## src/rtl/muldiv_seq_if.sv

```systemverilog
// Bus between the EX stage and the multiply/divide sequencer: operation
// request, HI/LO move strobes, HI/LO read port and busy/stall/done status.
interface muldiv_seq_if #(
    parameter int unsigned DW = 32
);
    logic          start_i;
    logic [1:0]    op_i;
    logic [DW-1:0] data1_i;
    logic [DW-1:0] data2_i;
    logic          kill_i;
    logic          wr_hi_i;
    logic          wr_lo_i;
    logic [DW-1:0] wr_data_i;
    logic          rd_sel_i;
    logic [DW-1:0] rd_data_o;
    logic          busy_o;
    logic          stall_o;
    logic          done_o;

    modport master (
        output start_i, op_i, data1_i, data2_i, kill_i,
               wr_hi_i, wr_lo_i, wr_data_i, rd_sel_i,
        input  rd_data_o, busy_o, stall_o, done_o
    );

    modport slave (
        input  start_i, op_i, data1_i, data2_i, kill_i,
               wr_hi_i, wr_lo_i, wr_data_i, rd_sel_i,
        output rd_data_o, busy_o, stall_o, done_o
    );
endinterface

```

## src/rtl/muldiv_seq.sv

```systemverilog
// Iterative MULT/MULTU/DIV/DIVU sequencer owning HI/LO: one shift-add or
// restoring-subtract step per cycle, with stall, flush and MTHI/MTLO support.
module muldiv_seq #(
    parameter int unsigned DW = 32,
    parameter int unsigned CW = 6
) (
    input  logic          clk,
    input  logic          rst,
    muldiv_seq_if.slave   bus
);

    localparam int unsigned AW = 2 * DW;

    typedef enum logic [1:0] {
        S_IDLE,
        S_PREP,
        S_RUN,
        S_FIX
    } state_e;

    state_e        state_q, state_d;
    logic [CW-1:0] cnt_q, cnt_d;
    logic          is_div_q, is_div_d;
    logic          is_sgn_q, is_sgn_d;
    logic          negp_q, negp_d;
    logic          negr_q, negr_d;
    logic [DW-1:0] opa_q, opa_d;
    logic [DW-1:0] opb_q, opb_d;
    logic [AW-1:0] acc_q, acc_d;
    logic [DW-1:0] hi_q, hi_d;
    logic [DW-1:0] lo_q, lo_d;
    logic          done_q, done_d;

    logic          accept_c;
    logic [DW-1:0] opa_abs_c;
    logic [DW-1:0] opb_abs_c;
    logic [DW:0]   mul_sum_c;
    logic [DW+1:0] div_trial_c;
    logic          div_ge_c;
    logic [AW-1:0] prod_c;
    logic [DW-1:0] quot_c;
    logic [DW-1:0] rem_c;

    assign accept_c = (state_q == S_IDLE) && bus.start_i && !done_q && !bus.kill_i;

    assign opa_abs_c = (is_sgn_q && opa_q[DW-1]) ? -opa_q : opa_q;
    assign opb_abs_c = (is_sgn_q && opb_q[DW-1]) ? -opb_q : opb_q;

    // Multiply step: add multiplicand into the upper half, carry kept for the shift.
    assign mul_sum_c = {1'b0, acc_q[AW-1:DW]} + (opb_q[0] ? {1'b0, opa_q} : (DW+1)'(0));

    // Divide step: shifted remainder needs DW+1 bits, one more for the borrow.
    assign div_trial_c = {1'b0, acc_q[AW-1:DW-1]} - {2'b00, opb_q};
    assign div_ge_c    = ~div_trial_c[DW+1];

    assign prod_c = negp_q ? -acc_q : acc_q;
    assign quot_c = negp_q ? -acc_q[DW-1:0] : acc_q[DW-1:0];
    assign rem_c  = negr_q ? -acc_q[AW-1:DW] : acc_q[AW-1:DW];

    always_comb begin
        state_d  = state_q;
        cnt_d    = cnt_q;
        is_div_d = is_div_q;
        is_sgn_d = is_sgn_q;
        negp_d   = negp_q;
        negr_d   = negr_q;
        opa_d    = opa_q;
        opb_d    = opb_q;
        acc_d    = acc_q;
        hi_d     = hi_q;
        lo_d     = lo_q;
        done_d   = 1'b0;

        if (state_q != S_IDLE && bus.kill_i) begin
            state_d = S_IDLE;
        end else begin
            case (state_q)
                S_IDLE: begin
                    if (accept_c) begin
                        state_d  = S_PREP;
                        opa_d    = bus.data1_i;
                        opb_d    = bus.data2_i;
                        is_div_d = bus.op_i[1];
                        is_sgn_d = ~bus.op_i[0];
                        negp_d   = ~bus.op_i[0] & (bus.data1_i[DW-1] ^ bus.data2_i[DW-1]);
                        negr_d   = ~bus.op_i[0] & bus.data1_i[DW-1];
                    end else begin
                        if (bus.wr_hi_i) hi_d = bus.wr_data_i;
                        if (bus.wr_lo_i) lo_d = bus.wr_data_i;
                    end
                end
                S_PREP: begin
                    // Divide keeps the raw dividend in opa for the divide-by-zero HI value.
                    opa_d   = is_div_q ? opa_q : opa_abs_c;
                    opb_d   = opb_abs_c;
                    acc_d   = is_div_q ? {DW'(0), opa_abs_c} : AW'(0);
                    cnt_d   = '0;
                    state_d = S_RUN;
                end
                S_RUN: begin
                    if (is_div_q) begin
                        acc_d = {(div_ge_c ? div_trial_c[DW-1:0] : acc_q[AW-2:DW-1]),
                                 acc_q[DW-2:0], div_ge_c};
                    end else begin
                        acc_d = {mul_sum_c, acc_q[DW-1:1]};
                        opb_d = opb_q >> 1;
                    end
                    if (cnt_q == CW'(DW - 1)) begin
                        state_d = S_FIX;
                    end else begin
                        cnt_d = cnt_q + CW'(1);
                    end
                end
                S_FIX: begin
                    if (!is_div_q) begin
                        {hi_d, lo_d} = prod_c;
                    end else if (opb_q == '0) begin
                        lo_d = '1;
                        hi_d = opa_q;
                    end else begin
                        lo_d = quot_c;
                        hi_d = rem_c;
                    end
                    done_d  = 1'b1;
                    state_d = S_IDLE;
                end
                default: state_d = S_IDLE;
            endcase
        end
    end

    always_ff @(posedge clk) begin
        if (rst) begin
            state_q  <= S_IDLE;
            cnt_q    <= '0;
            is_div_q <= 1'b0;
            is_sgn_q <= 1'b0;
            negp_q   <= 1'b0;
            negr_q   <= 1'b0;
            opa_q    <= '0;
            opb_q    <= '0;
            acc_q    <= '0;
            hi_q     <= '0;
            lo_q     <= '0;
            done_q   <= 1'b0;
        end else begin
            state_q  <= state_d;
            cnt_q    <= cnt_d;
            is_div_q <= is_div_d;
            is_sgn_q <= is_sgn_d;
            negp_q   <= negp_d;
            negr_q   <= negr_d;
            opa_q    <= opa_d;
            opb_q    <= opb_d;
            acc_q    <= acc_d;
            hi_q     <= hi_d;
            lo_q     <= lo_d;
            done_q   <= done_d;
        end
    end

    // Stall drops in the done cycle so the waiting instruction advances once.
    assign bus.busy_o    = (state_q != S_IDLE);
    assign bus.stall_o   = bus.busy_o | (bus.start_i & ~done_q);
    assign bus.done_o    = done_q;
    assign bus.rd_data_o = bus.rd_sel_i ? hi_q : lo_q;

endmodule

```

## src/flat_wrapper.sv

```systemverilog
// flat-port wrapper written by rule: the top's interface ports become plain ports
module muldiv_seq_flat 
#(
    parameter int unsigned DW = 32,
    parameter int unsigned CW = 6
)
  (clk, rst, bus_start_i, bus_op_i, bus_data1_i, bus_data2_i, bus_kill_i, bus_wr_hi_i, bus_wr_lo_i, bus_wr_data_i, bus_rd_sel_i, bus_rd_data_o, bus_busy_o, bus_stall_o, bus_done_o);
  muldiv_seq_if #(.DW(DW)) bus_i ();
  input  logic clk;
  input  logic rst;
  input wire logic [$bits(bus_i.start_i)-1:0] bus_start_i;
  input wire logic [$bits(bus_i.op_i)-1:0] bus_op_i;
  input wire logic [$bits(bus_i.data1_i)-1:0] bus_data1_i;
  input wire logic [$bits(bus_i.data2_i)-1:0] bus_data2_i;
  input wire logic [$bits(bus_i.kill_i)-1:0] bus_kill_i;
  input wire logic [$bits(bus_i.wr_hi_i)-1:0] bus_wr_hi_i;
  input wire logic [$bits(bus_i.wr_lo_i)-1:0] bus_wr_lo_i;
  input wire logic [$bits(bus_i.wr_data_i)-1:0] bus_wr_data_i;
  input wire logic [$bits(bus_i.rd_sel_i)-1:0] bus_rd_sel_i;
  output wire logic [$bits(bus_i.rd_data_o)-1:0] bus_rd_data_o;
  output wire logic [$bits(bus_i.busy_o)-1:0] bus_busy_o;
  output wire logic [$bits(bus_i.stall_o)-1:0] bus_stall_o;
  output wire logic [$bits(bus_i.done_o)-1:0] bus_done_o;
  assign bus_i.start_i = bus_start_i;
  assign bus_i.op_i = bus_op_i;
  assign bus_i.data1_i = bus_data1_i;
  assign bus_i.data2_i = bus_data2_i;
  assign bus_i.kill_i = bus_kill_i;
  assign bus_i.wr_hi_i = bus_wr_hi_i;
  assign bus_i.wr_lo_i = bus_wr_lo_i;
  assign bus_i.wr_data_i = bus_wr_data_i;
  assign bus_i.rd_sel_i = bus_rd_sel_i;
  assign bus_rd_data_o = bus_i.rd_data_o;
  assign bus_busy_o = bus_i.busy_o;
  assign bus_stall_o = bus_i.stall_o;
  assign bus_done_o = bus_i.done_o;
  muldiv_seq #(.DW(DW), .CW(CW)) u_core (.clk(clk), .rst(rst), .bus(bus_i));
endmodule
```

## config.mk

```make
export PLATFORM = sky130hd
export DESIGN_NAME = muldiv_seq_flat
export DESIGN_NICKNAME = d
export VERILOG_FILES = /design/src/rtl/muldiv_seq_if.sv /design/src/rtl/muldiv_seq.sv /design/src/flat_wrapper.sv
export SDC_FILE = /design/constraint.sdc
export NUM_CORES = 1
export LEC_CHECK = 0
export CORE_ASPECT_RATIO = 1.5
export CORE_UTILIZATION = 54
export DETAILED_ROUTE_END_ITERATION = 10
export GPL_TIMING_DRIVEN = 0
export PLACE_DENSITY_LB_ADDON = 0.15
export SLEW_MARGIN = 20
export SYNTH_ARGS = -nofsm -noshare
export SYNTH_HDL_FRONTEND = slang
export SYNTH_SLANG_ARGS = --single-unit
export TNS_END_PERCENT = 5
```

## constraint.sdc

```tcl
create_clock -name clk -period 3.45 [get_ports clk]
set_input_delay 0.69 -clock clk [delete_from_list [all_inputs] [get_ports clk]]
set_output_delay 0.69 -clock clk [all_outputs]
set_load 0.02 [all_outputs]
```

==> report_table.html <==
<table>
<tr><th>Metric</th><th>Value</th></tr>
<tr><th colspan="2">Logic synthesis</th></tr>
<tr><td>Async S/R FF share, synth</td><td>0%</td></tr>
<tr><td>Predominant post-synthesis flop cell</td><td>sky130_fd_sc_hd__dfxtp_1</td></tr>
<tr><td>Number of library cell types mapped by synthesis</td><td>73</td></tr>
<tr><td>Number of flops mapped to enable cells by yosys</td><td>0</td></tr>
<tr><td>Post-synthesis cell count</td><td>2,416</td></tr>
<tr><td>Synthesized net count</td><td>2,597</td></tr>
<tr><td>Sequential fraction of the synthesis area</td><td>23.6%</td></tr>
<tr><td>Synth Register Bits</td><td>205</td></tr>
<tr><td>Yosys warns</td><td>0</td></tr>
<tr><td>Post-Syn Area per Cell</td><td>7.20 µm²</td></tr>
<tr><td>Syn Std Cell Area</td><td>17,400 µm²</td></tr>
<tr><th colspan="2">STA</th></tr>
<tr><td>Hold Fails Final Rpt</td><td>0</td></tr>
<tr><td>Number of pins exceeding their max-slew limit in the final report</td><td>0</td></tr>
<tr><td>Worst Setup Slack, final</td><td>-0.00862 ns</td></tr>
<tr><td>Final period demand of the worst path</td><td>3.46 ns</td></tr>
<tr><td>Maximum frequency from static timing analysis</td><td>0.289 GHz</td></tr>
<tr><td>Worst clock skew on the final layout</td><td>0.0470 ns</td></tr>
<tr><td># setup viols final</td><td>2</td></tr>
<tr><td>Final hold slack</td><td>0.450 ns</td></tr>
<tr><td>Actual slew at the worst max-slew pin</td><td>1.29 ns</td></tr>
<tr><td>Relative slew margins</td><td>13.9%</td></tr>
<tr><td>Tcrit/Tclk final</td><td>100%</td></tr>
<tr><td>Unrepaired setup endpoints after global routing</td><td>yes</td></tr>
<tr><th colspan="2">Pwr</th></tr>
<tr><td>Max IR drop VDD</td><td>571 µV</td></tr>
<tr><td>Leakage</td><td>7.87 nW</td></tr>
<tr><td>PD cells</td><td>776 nW/µm²</td></tr>
<tr><th colspan="2">Layout</th></tr>
<tr><td>Share of post-route cells with drive strength above 1</td><td>8.93%</td></tr>
<tr><td>Nets@finish</td><td>2,776</td></tr>
<tr><td>Total of fill cells in the finished design</td><td>2,850</td></tr>
<tr><td>Area added between synthesis and finish</td><td>19.9%</td></tr>
<tr><th colspan="2">Critical path</th></tr>
<tr><td>Chain of cells forming the critical path</td><td>buf_4 &gt; clkbuf_4 &gt; and2_1 &gt; ha_4 &gt; and3_4 &gt; nand2_1 &gt; or3_4 &gt; o21ai_4 &gt; a31oi_4 &gt; o31a_1 &gt; o211ai_1 &gt; xnor2_1 &gt; nand2_1 &gt; a32o_1</td></tr>
<tr><td>Kind of start point of the critical path</td><td>register</td></tr>
<tr><td>Slowest cell delay on critical path</td><td>0.40 ns</td></tr>
<tr><td>Max Fanout on Critical Path</td><td>10</td></tr>
<tr><td>Data arrival at the endpoint of the critical path</td><td>3.93 ns</td></tr>
<tr><td>Critical Path Sink Type</td><td>register</td></tr>
<tr><td>Type of the worst setup path</td><td>reg -&gt; reg</td></tr>
<tr><td>Data required time of the worst path</td><td>3.92 ns</td></tr>
<tr><td>Buf/Inv on CP</td><td>2</td></tr>
<tr><td>Critical Path Slowest Stage Cell</td><td>sky130_fd_sc_hd__dfxtp_4</td></tr>
<tr><td>Most numerous cell on the critical path</td><td>sky130_fd_sc_hd__nand2_1</td></tr>
<tr><td>Category of cells accounting for the largest share of critical-path delay</td><td>compound AO/OA/AOI/OAI gates</td></tr>
<tr><th colspan="2">Global route</th></tr>
<tr><td>Pin count of the biggest net entering global routing</td><td>13</td></tr>
<tr><td>Wire length of the first global-routing pass</td><td>124,000 µm</td></tr>
<tr><td>Aggregate global routing overflow</td><td>0</td></tr>
<tr><td>Antenna violations before repair</td><td>6</td></tr>
<tr><td>Vias in the first global route</td><td>20,249</td></tr>
<tr><td>GRT Util Overall</td><td>50.8%</td></tr>
<tr><th colspan="2">Clock tree</th></tr>
<tr><td>Number of clock sinks</td><td>205</td></tr>
<tr><td>Cts bufs inserted</td><td>24</td></tr>
<tr><td>H-Tree Depth</td><td>1</td></tr>
<tr><td>TritonCTS clock tree</td><td>done</td></tr>
<tr><td>Clock buffer depth</td><td>3</td></tr>
<tr><td>Worst-Skew Late Latency</td><td>0.58 ns</td></tr>
<tr><td>CTS clock-pin slew for the worst setup and hold paths</td><td>0.06 ns</td></tr>
<tr><td>Root buffer selected by CTS</td><td>sky130_fd_sc_hd__clkbuf_16</td></tr>
<tr><th colspan="2">Drt</th></tr>
<tr><td>Initial DRC Count</td><td>2,328</td></tr>
<tr><td>Post-route DRC violation count</td><td>0</td></tr>
<tr><td>Via density per instance</td><td>6.94</td></tr>
<tr><td>Wire length per cell after detailed routing</td><td>28.0 µm</td></tr>
<tr><td>Total vias in the final route</td><td>20,994</td></tr>
<tr><td>Detailed Route WL</td><td>84,700 µm</td></tr>
<tr><td>Antenna Violating Nets Remaining</td><td>0</td></tr>
<tr><td>Number of optimization iterations in the first detailed-route pass</td><td>6</td></tr>
<tr><th colspan="2">Floorplanning</th></tr>
<tr><td>Horizontal die dimension</td><td>149 µm</td></tr>
<tr><td>Die H</td><td>222 µm</td></tr>
<tr><td>I/O pin count</td><td>140</td></tr>
<tr><td>Core box area</td><td>31,700 µm²</td></tr>
<tr><td>Num rows</td><td>80</td></tr>
<tr><td>Effective utilization at floorplan</td><td>54.8%</td></tr>
<tr><td>Die Footprint</td><td>32,900 µm²</td></tr>
<tr><th colspan="2">Place</th></tr>
<tr><td>Routability-driven placement congestion ratio</td><td>1.06</td></tr>
<tr><td>HPWL after detailed placement</td><td>64,200 µm</td></tr>
<tr><td>Port Buffer Count</td><td>138</td></tr>
<tr><td>Placement Setup Slack</td><td>-1.14 ns</td></tr>
<tr><th colspan="2">Status</th></tr>
<tr><td>Failing checks</td><td>negative setup slack</td></tr>
<tr><td>Outcome</td><td>finished with violations</td></tr>
<tr><th colspan="2">Job</th></tr>
<tr><td># Max-Cap Violations</td><td>0</td></tr>
<tr><th colspan="2">Hold path</th></tr>
<tr><td>Worst Hold Class</td><td>reg -&gt; reg</td></tr>
</table>
## per-layer routing
layer	vias up	GRT usage, %	wire, µm
li1	9143	-	-
met4	6	52.8	10700
met1	9749	52.8	27600
met5	-	0	45
met3	561	15.0	9140
met2	1535	78.9	37200
## through the flow
| stage | setup TNS (ns) | cells | power, mW | utilization, % | cell area [µm²] |
|---|---|---|---|---|---|
| 2_1_floorplan | 0 | 2416 | 9.03 | - | 17400 |
| 3_3_place_gp | -68.25 | 2964 | 12.0 | 60.8 | 19300 |
| 3_5_place_dp | -69.74 | 2964 | 12.1 | 60.8 | 19300 |
| 4_1_cts | -0.481 | 3013 | 15.3 | 64.3 | 20400 |
| 5_1_grt | -0.410 | 3019 | 16.7 | 65.7 | 20800 |
| 6_report | -0.0108 | 3023 | 16.2 | 65.7 | 20800 |
## worst reg2reg max path, delay by kind of cell, from the launching register on
family / cells / cell delay [ns]
simple gates: 5 / 0.91
xor+xnor: 1 / 0.15
buf+inv: 2 / 0.37
flops: 1 / 0.40
fa+ha+maj: 1 / 0.29
compound gates: 5 / 1.23
## registers in the layout, indices dropped and copies added, names as in the netlist
signal	cells
u_core.acc_q	64
u_core.hi_q	32
u_core.lo_q	32
u_core.opa_q	32
u_core.opb_q	32
u_core.cnt_q	6
u_core.state_q	2
u_core.bus.done_o	1
u_core.is_div_q	1
u_core.is_sgn_q	1
u_core.negp_q	1
u_core.negr_q	1
## timing repair
| action | CTS | global route |
|---|---|---|
| endpoints found under the setup margin | 110 | 110 |
| pin swaps | 8 | 29 |
| setup buffers | 12 | 12 |
| hold buffers | 0 | 0 |
| resized for setup | 73 | 108 |
## power breakdown
group	switching (mW)	internal [mW]	total (mW)
Combinational	6.41	3.43	9.83
Clock	1.14	1.58	2.72
Sequential	0.759	2.86	3.61
## placed cells by master (no fill, tap or decap), drive strengths merged, types with 23 or more instances in the layout
cell type,synthesis,routed
o221ai,42,42
nand3,45,45
nand2,261,261
and2,36,36
mux2,38,38
o211ai,38,38
dfxtp,205,205
inv,64,63
a21o,35,35
o21ai,165,165
mux2i,31,31
xnor2,115,115
clkbuf,182,203
nor3,46,46
buf,24,50
a221oi,23,23
nor2,259,259
xor2,68,68
o31ai,37,37
ha,74,74
a211oi,65,65
nor4,24,24
a21oi,256,256
a22oi,33,33
clkdlybuf4s50,0,138
## cell usage after synthesis (38+ instances only)
library cell	number	area share, %
sky130_fd_sc_hd__inv_1	64	1.4
sky130_fd_sc_hd__xor2_1	68	3.4
sky130_fd_sc_hd__dfxtp_1	205	24
sky130_fd_sc_hd__nor2_1	259	5.6
sky130_fd_sc_hd__a211oi_1	65	2.8
sky130_fd_sc_hd__mux2_2	38	2.5
sky130_fd_sc_hd__o21ai_0	157	4.5
sky130_fd_sc_hd__nor3_1	45	1.3
sky130_fd_sc_hd__clkbuf_1	182	3.9
sky130_fd_sc_hd__nand2_1	261	5.6
sky130_fd_sc_hd__nand3_1	45	1.3
sky130_fd_sc_hd__ha_1	74	5.3
sky130_fd_sc_hd__a21oi_1	256	7.4
sky130_fd_sc_hd__o211ai_1	38	1.6
sky130_fd_sc_hd__o221ai_1	42	2.1
sky130_fd_sc_hd__xnor2_1	115	5.8
## logic make-up (layout without fill, tap and decap cells)
group                      count (synthesis)  count (layout)  synth area share (%)
muxes                                     69              69                  4.25
AOI/OAI and AO/OA                        826             826                  30.6
buffers and inverters                    270             463                  5.92
other                                      0               4                     0
and+or+nand+nor                          787             787                  20.9
DFF                                      205             205                  23.6
xor gates and xnor gates                 183             183                  9.22
adders and majority gates                 76              76                  5.56
## worst paths after layout
| check | startpoint | end | slack [ns] | depth (start not counted) |
|---|---|---|---|---|
| worst min register to register | u_core.lo_q[27] | u_core.lo_q[27] | 0.45 | 2 |
| worst max register to register | u_core.opb_q[0] | u_core.acc_q[60] | -0.009 | 14 |
| worst max-delay path | u_core.opb_q[0] | u_core.acc_q[60] | -0.009 | 14 |
| worst min-delay path | u_core.lo_q[27] | u_core.lo_q[27] | 0.45 | 2 |
## area by class of cell
cell class / instances / area, µm² / area share (%)
Multi-Input combinational cell: 1941 / 12800 / 61.3
Sequential cell: 205 / 4130 / 19.8
Timing Repair Buffer: 162 / 1570 / 7.55
Buffer: 197 / 798 / 3.83
Clock buffer: 32 / 671 / 3.22
Tap cell: 410 / 513 / 2.46
Inverter: 64 / 244 / 1.17
Clock inverter: 8 / 129 / 0.618
Antenna cell: 4 / 10.0 / 0.0480
No activity file was read; power rests on OpenSTA's default activity.
